===== src/rtl/mem_bus_arbiter.sv =====
// Shares one memory bus master port between IFU fetches and LSU accesses. Only one transaction is in flight at a time.
// The request reaches the bus the cycle after grant and the response pulses the cycle after bus acceptance. Requesters see ready=0 while the port is busy.
module mem_bus_arbiter #(
    parameter int STARVE_LIMIT = 4,
    parameter int TIMEOUT      = 0
) (
    input  logic        clock,
    input  logic        reset,
    input  logic        flush,

    input  logic        ifu_req_valid,
    input  logic [31:0] ifu_req_addr,
    output logic        ifu_req_ready,
    output logic        ifu_resp_valid,
    output logic [31:0] ifu_resp_data,
    output logic        ifu_resp_err,

    input  logic        lsu_req_valid,
    input  logic [31:0] lsu_req_addr,
    input  logic        lsu_req_wen,
    input  logic [31:0] lsu_req_wdata,
    input  logic [3:0]  lsu_req_wstrb,
    output logic        lsu_req_ready,
    output logic        lsu_resp_valid,
    output logic [31:0] lsu_resp_rdata,
    output logic        lsu_resp_err,

    output logic        bus_req_valid,
    input  logic        bus_req_ready,
    output logic [31:0] bus_req_addr,
    output logic        bus_req_wen,
    output logic [31:0] bus_req_wdata,
    output logic [3:0]  bus_req_wstrb,
    input  logic        bus_resp_valid,
    output logic        bus_resp_ready,
    input  logic [31:0] bus_resp_rdata,
    input  logic        bus_resp_err,

    output logic [1:0]  owner
);

    typedef enum logic [1:0] {
        IDLE = 2'd0,
        REQ  = 2'd1,
        RESP = 2'd2
    } state_t;

    typedef struct packed {
        logic [31:0] addr;
        logic        wen;
        logic [31:0] wdata;
        logic [3:0]  wstrb;
    } req_t;

    localparam logic [1:0]  OWN_NONE    = 2'b00;
    localparam logic [1:0]  OWN_IFU     = 2'b01;
    localparam logic [1:0]  OWN_LSU     = 2'b10;
    localparam logic [3:0]  STREAK_MAX  = 4'(STARVE_LIMIT);
    localparam logic [31:0] TIMEOUT_CYC = 32'(TIMEOUT);

    state_t      state;
    state_t      state_nxt;
    req_t        req_q;
    logic [3:0]  streak;
    logic        drop;
    logic [31:0] timer;

    logic        grant_ifu;
    logic        grant_lsu;
    logic        resp_fire;
    logic        timeout_fire;
    logic        txn_end;

    always_comb begin
        state_nxt    = state;
        grant_ifu    = 1'b0;
        grant_lsu    = 1'b0;
        resp_fire    = 1'b0;
        timeout_fire = 1'b0;
        case (state)
            IDLE: begin
                // LSU wins contention unless the IFU has waited out the streak; flush vetoes any fetch grant
                if (!reset) begin
                    grant_ifu = ifu_req_valid && !flush &&
                                (!lsu_req_valid || (streak == STREAK_MAX));
                    grant_lsu = lsu_req_valid && !grant_ifu;
                end
                if (grant_ifu || grant_lsu) begin
                    state_nxt = REQ;
                end
            end
            REQ: begin
                if (bus_req_ready) begin
                    state_nxt = RESP;
                end
            end
            RESP: begin
                resp_fire    = bus_resp_valid;
                timeout_fire = (TIMEOUT != 0) && !bus_resp_valid && (timer == TIMEOUT_CYC);
                if (resp_fire || timeout_fire) begin
                    state_nxt = IDLE;
                end
            end
            default: state_nxt = IDLE;
        endcase
    end

    assign txn_end = resp_fire || timeout_fire;

    assign ifu_req_ready  = grant_ifu;
    assign lsu_req_ready  = grant_lsu;
    assign bus_req_valid  = (state == REQ);
    assign bus_req_addr   = (state == REQ) ? req_q.addr  : 32'd0;
    assign bus_req_wen    = (state == REQ) ? req_q.wen   : 1'b0;
    assign bus_req_wdata  = (state == REQ) ? req_q.wdata : 32'd0;
    assign bus_req_wstrb  = (state == REQ) ? req_q.wstrb : 4'd0;
    assign bus_resp_ready = (state == RESP);

    always_ff @(posedge clock) begin
        if (reset) begin
            state          <= IDLE;
            owner          <= OWN_NONE;
            streak         <= 4'd0;
            drop           <= 1'b0;
            timer          <= 32'd0;
            req_q          <= '0;
            ifu_resp_valid <= 1'b0;
            ifu_resp_data  <= 32'd0;
            ifu_resp_err   <= 1'b0;
            lsu_resp_valid <= 1'b0;
            lsu_resp_rdata <= 32'd0;
            lsu_resp_err   <= 1'b0;
        end else begin
            state          <= state_nxt;
            ifu_resp_valid <= 1'b0;
            lsu_resp_valid <= 1'b0;

            if (grant_ifu) begin
                owner  <= OWN_IFU;
                streak <= 4'd0;
                req_q  <= '{addr: ifu_req_addr, wen: 1'b0, wdata: 32'd0, wstrb: 4'd0};
            end else if (grant_lsu) begin
                owner <= OWN_LSU;
                req_q <= '{addr: lsu_req_addr, wen: lsu_req_wen,
                           wdata: lsu_req_wdata, wstrb: lsu_req_wstrb};
                if (!ifu_req_valid) begin
                    streak <= 4'd0;
                end else if (streak != STREAK_MAX) begin
                    streak <= streak + 4'd1;
                end
            end

            if ((TIMEOUT != 0) && (state == RESP) && !txn_end) begin
                timer <= timer + 32'd1;
            end else begin
                timer <= 32'd0;
            end

            // A flushed fetch still runs to completion on the bus; only its response is swallowed
            if (flush && (owner == OWN_IFU) && (state != IDLE)) begin
                drop <= 1'b1;
            end

            if (txn_end) begin
                drop  <= 1'b0;
                owner <= OWN_NONE;
                if (owner == OWN_LSU) begin
                    lsu_resp_valid <= 1'b1;
                    lsu_resp_rdata <= resp_fire ? bus_resp_rdata : 32'd0;
                    lsu_resp_err   <= resp_fire ? bus_resp_err : 1'b1;
                end else if ((owner == OWN_IFU) && !drop && !flush) begin
                    ifu_resp_valid <= 1'b1;
                    ifu_resp_data  <= resp_fire ? bus_resp_rdata : 32'd0;
                    ifu_resp_err   <= resp_fire ? bus_resp_err : 1'b1;
                end
            end
        end
    end

endmodule


===== config.mk =====
export PLATFORM = sky130hd
export DESIGN_NAME = mem_bus_arbiter
export DESIGN_NICKNAME = d
export VERILOG_FILES = /design/src/rtl/mem_bus_arbiter.sv
export SDC_FILE = /design/constraint.sdc
export NUM_CORES = 1
export LEC_CHECK = 0
export ABC_AREA = 1
export CORE_MARGIN = 2
export CORE_UTILIZATION = 25
export CTS_CLUSTER_DIAMETER = 120
export DETAILED_ROUTE_END_ITERATION = 8
export PLACE_DENSITY_LB_ADDON = 0.3
export SKIP_LAST_GASP = 1
export SYNTH_ARGS = -nofsm -noshare
export SYNTH_HDL_FRONTEND = slang
export SYNTH_SLANG_ARGS = --single-unit

===== constraint.sdc =====
create_clock -name clock -period 1.7 [get_ports clock]
set_input_delay 0.34 -clock clock [delete_from_list [all_inputs] [get_ports clock]]
set_output_delay 0.34 -clock clock [all_outputs]
set_load 0.01 [all_outputs]

==> results list, run 1 <==
- Routability Congestion: 0.813
- Yosys printed 0 warnings.
- The path class of the tightest hold or removal check is flop to flop.
- Non-Filler Cell Area, Final: 11300 um2
* First-pass GRT wire length: 36300 um
* Mean instance size in the synthesized netlist: 6.66 um2
- Max-cap violations in this run came to 0.
- In the post-synthesis netlist, the biggest area contributors are dfxtp_1 (42%), nor2_1 (13%), nand2_1 (10%).
* Longest Clk Path Bufs: 2
* Compound-gate portion of the synthesized area: 8.40%
- Die height: 170 um
- Yosys reg bits: 146
- In this run, synthesis inferred 0 flip-flops with an integrated enable.
* Internal reg-to-reg setup slack: 0.07 ns
* Area share of fa/ha/maj cells after synthesis: 0.364%
- Worst skew pair latency: 0.42 ns
- The detailed router placed 7364 vias in this run.
- Number of global-route vias before repair: 6990
- Startpoint type of the worst setup path: flop
* Hold-fix buffers, CTS: 0
* Final slew viol count: 0
- Max-slew headroom: 59.9%
* Hold Crit Start: req_q[25]
- Synthesized netlist net count: 1175
- Detailed placement ended at an HPWL of 16100 um.
- Along the worst hold path, the cell count comes to 2.
- Top cells by instance count after synthesis: nor2_1 (245), nand2_1 (187), inv_1 (149)
* Synth async-reset ratio: 0%
- Number of CTS-inserted buffers: 17
- Core Rows: 60
- The clock drives 146 sinks.
- Slew at the pin closest to its max-slew limit: 0.602 ns
- Cell family with the largest share of critical-path delay: buffers and inverters
- X dimension of the die: 170 um
- Global routing finished with a remaining overflow of 0.
- Signal arrival time at the worst endpoint: 1.49 ns
* Count of H-tree levels built during CTS: 4
* Placed standard-cell area: 10300 um2
- The layer flagged by global routing as most heavily used is met2.
- Fin worst setup slack: -0.127 ns
- The worst setup path is of the flop to output port kind.
* Category of the worst setup path capture point: output port
- For the worst setup path, the data required time is 1.36 ns.
- Crit-path max FO: 15
* Residual DRC: 0
- CTS placed an instance of clkbuf_16 at the clock tree root.
- Once the floorplan was initialized, standard cells occupied 25.5% of the core.
* R2R Path End: state[0]
* Ys flop type: dfxtp_1
- Area delta synth->final: 63.7%
* Fraction of the core area covered by cells at the end of the flow: 41.8%
* Worst-case reg-to-reg path depth: 10
* Launch point of the worst reg-to-reg path: streak[0]
* GRT Util Overall: 15.9%
* Port buffer count: 283
- Clock skew: 0.0120 ns
- Power, Total: 8.71 mW
- Detail-routed net length per standard cell: 14.4 um
- Global routing consumed, on the met1 layer, 19.8% of the routing resources.
* Xor/xnor share of the synthesized area: 0.127%
* Critical-path top delay cell: dfxtp_2
- Traced cell by cell, the critical path runs through inv_4 > nand2_8 > buf_12 > nor2_1 > clkdlybuf4s15_2.
- Worst Hold End: req_q[25]
- The largest single stage delay on the critical path is 0.33 ns.
- For this design the ratio of total power to cell area is 773 nW/um2.
- Of the post-synthesis cell area, the dominant cell type holds 42.5%.
- Wires add up to 24300 um.
* Number of vias per cell: 4.37
- TritonCTS built the clock tree.
* Highest achievable clock rate: 547 MHz
- Time the worst path needs with I/O delays and setup: 1.83 ns
* Met2 Use GR: 26.9%
- Setup violations remaining at the end of the flow were counted as 55.
- The detail route stage leaves a number of antenna-violating nets equal to 0.
- Share of final-layout standard cells stronger than drive strength 1: 17.8%
* Crit path buffers/inverters: 3
- The portion of synthesized area spent on multiplexers is 0%.
- The total area inside the core boundary comes to 27000 um2.
- Synthesis instantiated 25 different standard cells from the library.
* DRT iter0 DRCs: 401
- The checks that failed: setup timing.
- Share of the clock period used by the worst path after layout: 107%
- Area of the mapped netlist: 6880 um2
- Setup repair after global routing could not meet its margin everywhere.
- Most common cell in the netlist: nor2_1
- Post-Synthesis Cells: 1032
* IR drop worst, VDD: 486 uV
- Dominant combinational cell family by area after synthesis: simple AND/OR/NAND/NOR gates
* Worst-path clk slew: 0.07 ns
- Antenna violations before repair: 2
- Die Area: 28900 um2
* Simple-gate area share of the yosys netlist: 34.9%
- Sequential element share of the synthesized area: 42.5%
- After the last flow step, the layout net total stands at 1472.
- Pin placement for this block handled 284 I/O pins.
- In this run the static leakage power is 5.55 nW.
- The number of hold violations in the final report is 0.
- The first detailed-routing pass ran for 5 iterations.
- The largest total area in the synthesized netlist belongs to dfxtp_1.
* Run status: finished with violations
- Entering global routing, the biggest net connects 93 pins.
* M3 GR Usage: 4.02%
[state kept, by name, indices dropped and copies added (netlist names)]
register        cells
owner               2
ifu_resp_data      32
req_q              69
streak              4
ifu_resp_valid      1
drop                1
state               2
lsu_resp_valid      1
lsu_resp_err        1
lsu_resp_rdata     32
ifu_resp_err        1
[power by group]
part | internal, mW | total [mW] | switching [mW]
registers | 3.54 | 3.59 | 0.0480
clock network | 2.00 | 3.75 | 1.76
logic | 0.685 | 1.36 | 0.677
[cell usage in the layout, fill, tap and decap left out, types with 4 or more instances in the layout]
cell type,count
clkbuf_16,22
dlygate4sd2_1,5
a21oi_1,42
nand4_1,34
clkdlybuf4s50_1,172
nor2_1,224
o21ai_1,4
clkdlybuf4s15_2,29
o21ai_0,63
inv_8,6
inv_1,144
dfxtp_1,142
buf_6,11
nand3_1,51
buf_12,14
inv_2,6
nand2_4,4
inv_6,7
dlymetal6s2s_1,33
nor2_2,19
buf_4,32
buf_2,40
nand3_2,21
nand2_1,185
nor2_4,5
[kinds of logic (layout without fill, tap and decap cells)]
family	Yosys count	in the layout
flip-flops	146	146
AO/OA/AOI/OAI	113	113
AND/OR/NAND/NOR	548	549
buffers and inverters	222	531
XOR/XNOR	1	1
other	0	2
adder cells (fa/ha/maj)	2	2
[worst register-to-register path, cell delays in order, from the launching register on]
cell and delay (ns):
dfxtp_2 0.34, inv_2 0.06, ha_4 0.16, nand3_4 0.07
nand2_4 0.07, nand4_4 0.11, buf_4 0.19, clkbuf_16 0.26
nand2_1 0.08, o21ai_1 0.12, inv_1 0.05
[what timing repair did]
action | in CTS | in global routing
gates resized for setup | 288 | 93
endpoints found under the setup margin | 132 | 238
pin swaps | 6 | 8
setup buffers | 5 | 4
cloned | 2 | 6
[worst max-delay path by stage]
stage / startpoint / endpoint / slack [ns] / cells past startpoint
floorplan: streak[0] / lsu_req_ready / 0.12 / 8
global placement: ifu_req_valid / ifu_req_ready / -0.49 / 6
detailed placement: ifu_req_valid / ifu_req_ready / -0.51 / 6
CTS: state[1] / bus_req_addr[27] / -0.15 / 5
global route: state[0] / lsu_req_ready / -0.21 / 7
finish: state[1] / bus_req_addr[9] / -0.13 / 5
[through the flow]
stage | setup TNS, ns | hold slack [ns] | setup slack [ns] | std cells
6_report | -3.79 | 0.464 | -0.127 | 1685
3_3_place_gp | -42.54 | 0.449 | -0.495 | 1637
2_1_floorplan | 0 | 0.409 | 0.119 | 1032
4_1_cts | -7.82 | 0.448 | -0.149 | 1676
3_5_place_dp | -45.76 | 0.456 | -0.508 | 1637
5_1_grt | -9.44 | 0.445 | -0.206 | 1685
[routing by layer]
layer | part of all wire, % | up-vias
met1 | 44 | 3386
met3 | 5.9 | 23
met4 | 1.8 | 0
met5 | 0 | -
li1 | - | 3765
met2 | 48 | 190
[cell type report]
type,count,area (um2)
tap,341,427
clock buffer,18,439
sequential,146,2930
timing repair buffer,345,3570
antenna,2,5.00
fill,2817,15700
clock inverter,14,138
inverter,154,594
multi-input combinational,665,3150
No activity file was read; power rests on OpenSTA's default activity.
==> run 2: changes to the inputs <==
CORE_ASPECT_RATIO = 0.9   (was not set)
CORE_MARGIN = not set   (was 2)
==> results list, run 2 (synthesis gave the netlist of run 1 again) <==
* Critical-path top delay cell: dfxtp_2
* Core ar.: 27000 um2 (+0.29%)
- The count of buffers inserted at the top-level ports is 283 (unchanged).
- The post-route clock skew is 0.0152 ns (+0.00318 ns).
- The wire length per cell after detailed routing came to 14.6 um (+1.4%).
* Number of CTS-inserted buffers: 17 (unchanged)
- The tree is rooted in a clkbuf_16.
- Setup slack after placement: -0.469 ns (+0.0383 ns)
- The worst hold margin was 0.367 ns (-0.0968 ns).
* Count of nets left with antenna violations after detail routing: 0 (unchanged)
- The die height is 159 um (-6.2%).
- The largest voltage drop on the vdd net was 619 uV (+27%).
- Final-stage net count: 1490 (+1.2%)
- The achievable clock frequency is 550 MHz (+0.38%).
- Number of global-route vias before repair: 6886 (-1.5%)
- In the final layout, the registers with the most flip-flops are req_q: 69 flops, ifu_resp_data: 32 flops, lsu_resp_rdata: 32 flops.
- Final number of hold-violating endpoints: 0 (unchanged)
- Total routed wirelength: 25100 um (+3.2%)
- X dimension of the die: 177 um (+4.1%)
* Core Rows: 57 (-5.0%)
- Flip-flop count of the largest register, all copies and words added: 69 (unchanged)
* Violated checks: setup timing
- Leaving out fill and tap cells, the most frequent cell in the layout is nor2_1.
- Path type of the worst min-delay path: input port to flop
- The global routing usage summed across all routing layers was 17.2% (+1.2 points).
* Run status: finished with violations
- Count of maximum capacitance violations: 0 (unchanged)
* Post-DP HPWL: 16000 um (-0.45%)
- Count of boundary I/O pins: 284 (unchanged)
- Setup repair after global routing could not meet its margin everywhere.
* DRT iter0 DRCs: 394 (-1.7%)
- The count of non-filler cells in the finished layout came to 1716 (+1.8%).
* Via count: 7468 (+1.4%)
- The final period demand of the worst path is 1.82 ns (-0.00696 ns).
- Counting flops per register, the top entry is req_q.
- The part of the cycle the worst path needs came to 107% (-0.41 points).
* Crit-path max FO: 5 (-10)
- The library cells used most frequently in the layout, excluding fill and tap cells, are nor2_1 (222), nand2_1 (184), clkdlybuf4s50_1 (177).
* Antenna violations before repair: 2 (unchanged)
- The data arrival time at the worst-slack endpoint came to 1.48 ns (about the same).
* Routability Congestion: 0.806 (-0.82%)
- The overflow left after global routing was 0 (unchanged).
- Kind of critical path: flop to output port
* Longest Clk Path Bufs: 2 (unchanged)
- The H-tree depth is 4 (unchanged).
* Cell family with the largest share of critical-path delay: buffers and inverters
* P_leak: 5.65 nW (+1.8%)
* Worst path max stage delay: 0.33 ns (about the same)
- The final max-slew violation count was 0 (unchanged).
* Worst-path cell chain: inv_4 > nand2_8 > buf_6 > buf_16 > nor2_4 > buf_6
- Worst-path clk slew: 0.06 ns (about the same)
* Non-Filler Cell Area, Final: 11600 um2 (+2.9%)
- The global-route wire length before repair is 37700 um (+4.1%).
- Hold-fix buffers, CTS: 0 (unchanged)
- The total power after layout was 8.89 mW (+2.1%).
- Compared with the post-synthesis result, the final layout area differs by 68.5%.
- The tightest slew margin relative to the limit came to 63.4% (+3.5 points).
- Share of final-layout standard cells stronger than drive strength 1: 19.0% (+1.2 points)
- The number of sinks handled by clock tree synthesis is 146 (unchanged).
- Total negative slack for setup checks: -2.96 ns (+0.826 ns)
- The areal power density over the cells came to 767 nW/um2 (-0.81%).
* Effective utilization at floorplan: 25.4% (-0.074 points)
* Slew at the pin closest to its max-slew limit: 0.549 ns (-0.0527 ns)
- Maximum number of pins on one net before global-route repair: 67 (-28%)
- Crit path buffers/inverters: 4 (+1)
- The number of failing setup endpoints in the final timing report was 44 (-20%).
- Die Area: 28200 um2 (-2.3%)
- The required time of the critical path is 1.36 ns (about the same).
- The latest clock arrival within the worst-skew pair was 0.42 ns (about the same).
* Startpoint type of the worst setup path: flop
- STA classifies the critical path endpoint as an output port.
- Placed standard-cell area: 10400 um2 (+0.84%)
- The number of vias per cell after detailed routing is 4.35 (-0.42%).
* Fin worst setup slack: -0.120 ns (+0.00696 ns)
* Cells after DPL: 1656 (+1.2%)
* Fraction of the core area covered by cells at the end of the flow: 42.9% (+1.1 points)
- TritonCTS clock tree: done
- The most numerous cell type found on the critical path is buf_6.
- The first-pass iteration count of the detailed router is 4 (-1).
* Residual DRC: 0 (unchanged)
-- run 2: changes by cell type in the layout (fill, tap and decap cells not counted), sizes merged --
cell | previous run | this run
clkinv | 3 | 5
clkbuf | 23 | 24
inv | 164 | 163
clkinvlp | 1 | 0
clkdlybuf4s50 | 172 | 177
clkdlybuf4s15 | 29 | 12
bufinv | 0 | 1
buf | 101 | 133
dlymetal6s2s | 33 | 28
bufbuf | 0 | 1
-- run 2: area by class of cell --
cell class	count	area, um2
antenna	2	5.00
fill	2782	15400
timing repair buffer	363	3830
multi-input combinational	665	3210
sequential	146	2930
tap	354	443
inverter	154	588
clock inverter	15	161
clock buffer	17	425
-- run 2: final timing paths --
| kind | start | endpoint | slack, ns | cells after the start |
|---|---|---|---|---|
| worst min register to register | req_q[8] | req_q[8] | 0.47 | 2 |
| worst max-delay path | state[1] | bus_req_wdata[9] | -0.12 | 6 |
| worst min-delay path | ifu_req_valid | streak[0] | 0.37 | 4 |
| worst max register to register | state[0] | streak[1] | 0.01 | 8 |
-- run 2: metal layers --
metal / global-route usage [%] / routed length [um]
met5: 0 / 0
met4: 5.45 / 312
met3: 3.61 / 1310
met2: 27.7 / 12000
met1: 22.7 / 11500
-- run 2: worst reg2reg max path: cells and delay by family (launching register included) --
family,cells,cell delay [ns]
AOI/OAI and AO/OA,1,0.20
buffers and inverters,3,0.48
DFF,1,0.38
and+or+nand+nor,4,0.51
-- run 2: where the power goes --
part	internal, mW	switching [mW]	leakage (nW)
sequential	3.54	0.0487	1.19
clock	2.09	1.71	0.291
combinational	0.768	0.737	4.17
total	6.40	2.49	5.65
-- run 2: repair_timing --
action | in CTS | in global routing
pin swaps | 7 | 8
resized for setup | 332 | 86
endpoints found under the hold margin | 0 | 0
endpoints found under the setup margin | 135 | 204
buffers inserted | 7 | 6
cloned | 7 | 8
==> run 3: changes to the inputs <==
CTS_BUF_LIST = sky130_fd_sc_hd__clkbuf_8   (was not set)
SLEW_MARGIN = 20   (was not set)
==> results list, run 3 (synthesis gave the netlist of run 1 again) <==
* Core Rows: 57 (unchanged)
* Category of the worst setup path capture point: output port
* Max-slew headroom: 63.9% (+0.48 points)
- In this run the worst hold path is classified as input port to flop.
- The initial antenna violation count is 1 (-1).
- Net switching component of the power: 2.37 mW (-5.0%)
- Effective utilization at floorplan: 25.4% (unchanged)
* Via count: 7433 (-0.47%)
- The areal power density over the cells is 704 nW/um2 (-8.2%).
* Run status: finished with violations
- The final design area excluding fillers is 11200 um2 (-3.3%).
- The remaining antenna violation count after routing was 0 (unchanged).
- Residual DRC: 0 (unchanged)
* TritonCTS clock tree: done
* Violated checks: setup timing
- The violation count after the first detailed-route iteration is 351 (-11%).
- The internal portion of total power is 5.52 mW (-14%).
- Maximum number of pins on one net before global-route repair: 67 (unchanged)
- The largest voltage drop on the vdd net came to 488 uV (-21%).
- Worst Hold Margin: 0.451 ns (+0.0839 ns)
- Part of the total power dissipated in sequential elements: 45.5% (+5.1 points)
- In the final layout, the registers with the most flip-flops are req_q: 69 flops, ifu_resp_data: 32 flops, lsu_resp_rdata: 32 flops.
- The global routing usage summed across all routing layers was 17.1% (-0.081 points).
* Commonest non-fill, non-tap cells in the layout: nor2_1 (223), nand2_1 (184), inv_1 (143)
* Share of final-layout standard cells stronger than drive strength 1: 18.8% (-0.19 points)
- The wire length per cell after detailed routing came to 14.5 um (-0.68%).
* Number of CTS-inserted buffers: 17 (unchanged)
- The max capacitance violation total was 0 (unchanged).
- The number of global-route vias before repair is 6856 (-0.44%).
* Slew at the pin closest to its max-slew limit: 0.542 ns (-0.00721 ns)
* Hold-fix buffers, CTS: 0 (unchanged)
- The slowest stage of the critical path is the dfxtp_2 cell.
* Port buffer count: 283 (unchanged)
- P_leak: 5.34 nW (-5.5%)
- The delay contributed by the slowest stage of the critical path was 0.34 ns (about the same).
* Final instance count without filler cells: 1713 (-0.17%)
- Clock network power share: 35.7% (-7.0 points)
- Worst skew pair latency: 0.45 ns (+0.03 ns)
* First-pass GRT wire length: 37700 um (unchanged)
- The required time of the critical path was 1.36 ns (about the same).
* Flip-flop count of the largest register, all copies and words added: 69 (unchanged)
- The number of nets in the finished design was 1488 (-0.13%).
* Setup repair after global routing missed its margin: true
- Startpoint type of the worst setup path: flop
- The placed wire-length estimate came to 16000 um (unchanged).
- The die height came to 159 um (unchanged).
* Highest achievable clock rate: 541 MHz (-1.6%)
- The total length of routed wires is 24900 um (-0.85%).
* Crit-path max FO: 5 (unchanged)
- Share of the clock period used by the worst path after layout: 109% (+1.8 points)
- The total power after layout is 7.89 mW (-11%).
* Area delta synth->final: 62.9%
- The switching part of the total was 30.0% (+2.0 points).
- Placed standard-cell area: 10400 um2 (unchanged)
- Final slew viol count: 0 (unchanged)
* Kind of critical path: flop to output port
- X dimension of the die: 177 um (unchanged)
* Number of vias per cell: 4.34 (-0.29%)
- The tree is rooted in a clkbuf_8.
* Fin worst setup slack: -0.150 ns (-0.0299 ns)
- The number of failing setup endpoints in the final timing report is 66 (+50%).
* Routability Congestion: 0.806 (unchanged)
* Clk sinks: 146 (unchanged)
- Counting flops per register, the top entry is req_q.
- The H-tree depth came to 4 (unchanged).
* Clock skew: 0.0167 ns (+0.00146 ns)
- The final-layout fill cell count was 2812 (+1.1%).
* Most common cell on crit path: buf_6
* Relative contribution of combinational cells to total power: 18.9% (+2.0 points)
* Pre-antenna DRT Iters: 5 (+1)
* Die Area: 28200 um2 (unchanged)
- Worst-path cell chain: inv_4 > nand2_8 > buf_6 > buf_16 > nor2_4 > buf_6
- Signal arrival time at the worst endpoint: 1.51 ns (+0.03 ns)
- The clock slew at the register clock pins of the worst setup and hold paths was 0.09 ns (+0.03 ns).
- The number of hold violations in the final report came to 0 (unchanged).
- Count of boundary I/O pins: 284 (unchanged)
* Total gr overflow: 0 (unchanged)
- The maximum buffer depth of the clock tree came to 2 (unchanged).
- The final period demand of the worst path was 1.85 ns (+0.0299 ns).
- Core ar.: 27000 um2 (unchanged)
- The placed cell count was 1656 (unchanged).
- Most common library cell in the layout ignoring fill and taps: nor2_1
run 3: changes by cell type in the layout (fill, tap and decap cells not counted), moves of 2 or more:
| cell | previous run | this run |
|---|---|---|
| dlymetal6s2s_1 | 28 | 0 |
| clkbuf_8 | 0 | 17 |
| buf_6 | 25 | 22 |
| clkbuf_16 | 24 | 6 |
| nor2_2 | 9 | 7 |
| dlygate4sd2_1 | 5 | 69 |
| clkdlybuf4s50_1 | 177 | 141 |
run 3: path summary, 6_finish.rpt:
check / endpoint / depth (start not counted) / start / slack [ns]
min reg2reg: req_q[19] / 2 / req_q[19] / 0.46
min: req_q[13] / 3 / lsu_req_wdata[9] / 0.45
max: bus_req_addr[7] / 6 / state[1] / -0.15
max reg2reg: streak[1] / 8 / state[0] / -0.01
run 3: metrics by stage:
stage | util, % | setup TNS, ns | setup WS [ns]
after global routing | 41.5 | -14.06 | -0.246
after global placement | 38.4 | -35.73 | -0.454
after detailed placement | 38.4 | -39.07 | -0.469
final | 41.5 | -4.39 | -0.150
after CTS | 41.1 | -11.01 | -0.198
after floorplan | - | 0 | 0.119
run 3: repair_timing:
action	4_1_cts	5_1_grt
gates cloned	7	7
buffers inserted	7	5
gates resized for setup	398	54
pin swaps	7	9
endpoints found under the setup margin	199	164
run 3: per-layer routing:
layer / wire length [um] / vias to the layer above / track usage (%)
met5: 0 / - / 0
met4: 310 / 0 / 4.58
met3: 1490 / 17 / 3.80
met2: 11700 / 220 / 27.9
met1: 11400 / 3390 / 22.6
li1: - / 3806 / -
run 3: worst max-delay path: cells and delay by family (launching register included):
family        cells  cell delay, ns
buf+inv           4            0.51
flops             1            0.34
simple gates      2            0.21
run 3: power groups by stage:
stage	Clock (mW)	Combinational [mW]	Sequential, mW
after floorplan	0	0.649	3.66
after global placement	0	1.26	3.66
after detailed placement	0	1.27	3.67
after CTS	2.95	1.43	3.59
after global routing	3.08	1.63	3.60
final	2.81	1.49	3.59
run 3: layout make-up:
type                       instances  area [um2]  area share [%]
sequential                       146        2930            26.2
tap                              354         443            3.95
clock buffer                      17         234            2.09
antenna                            1        2.50          0.0223
timing repair buffer             361        3640            32.5
multi-input combinational        665        3210            28.6
clock inverter                    15         161            1.44
inverter                         154         587            5.24
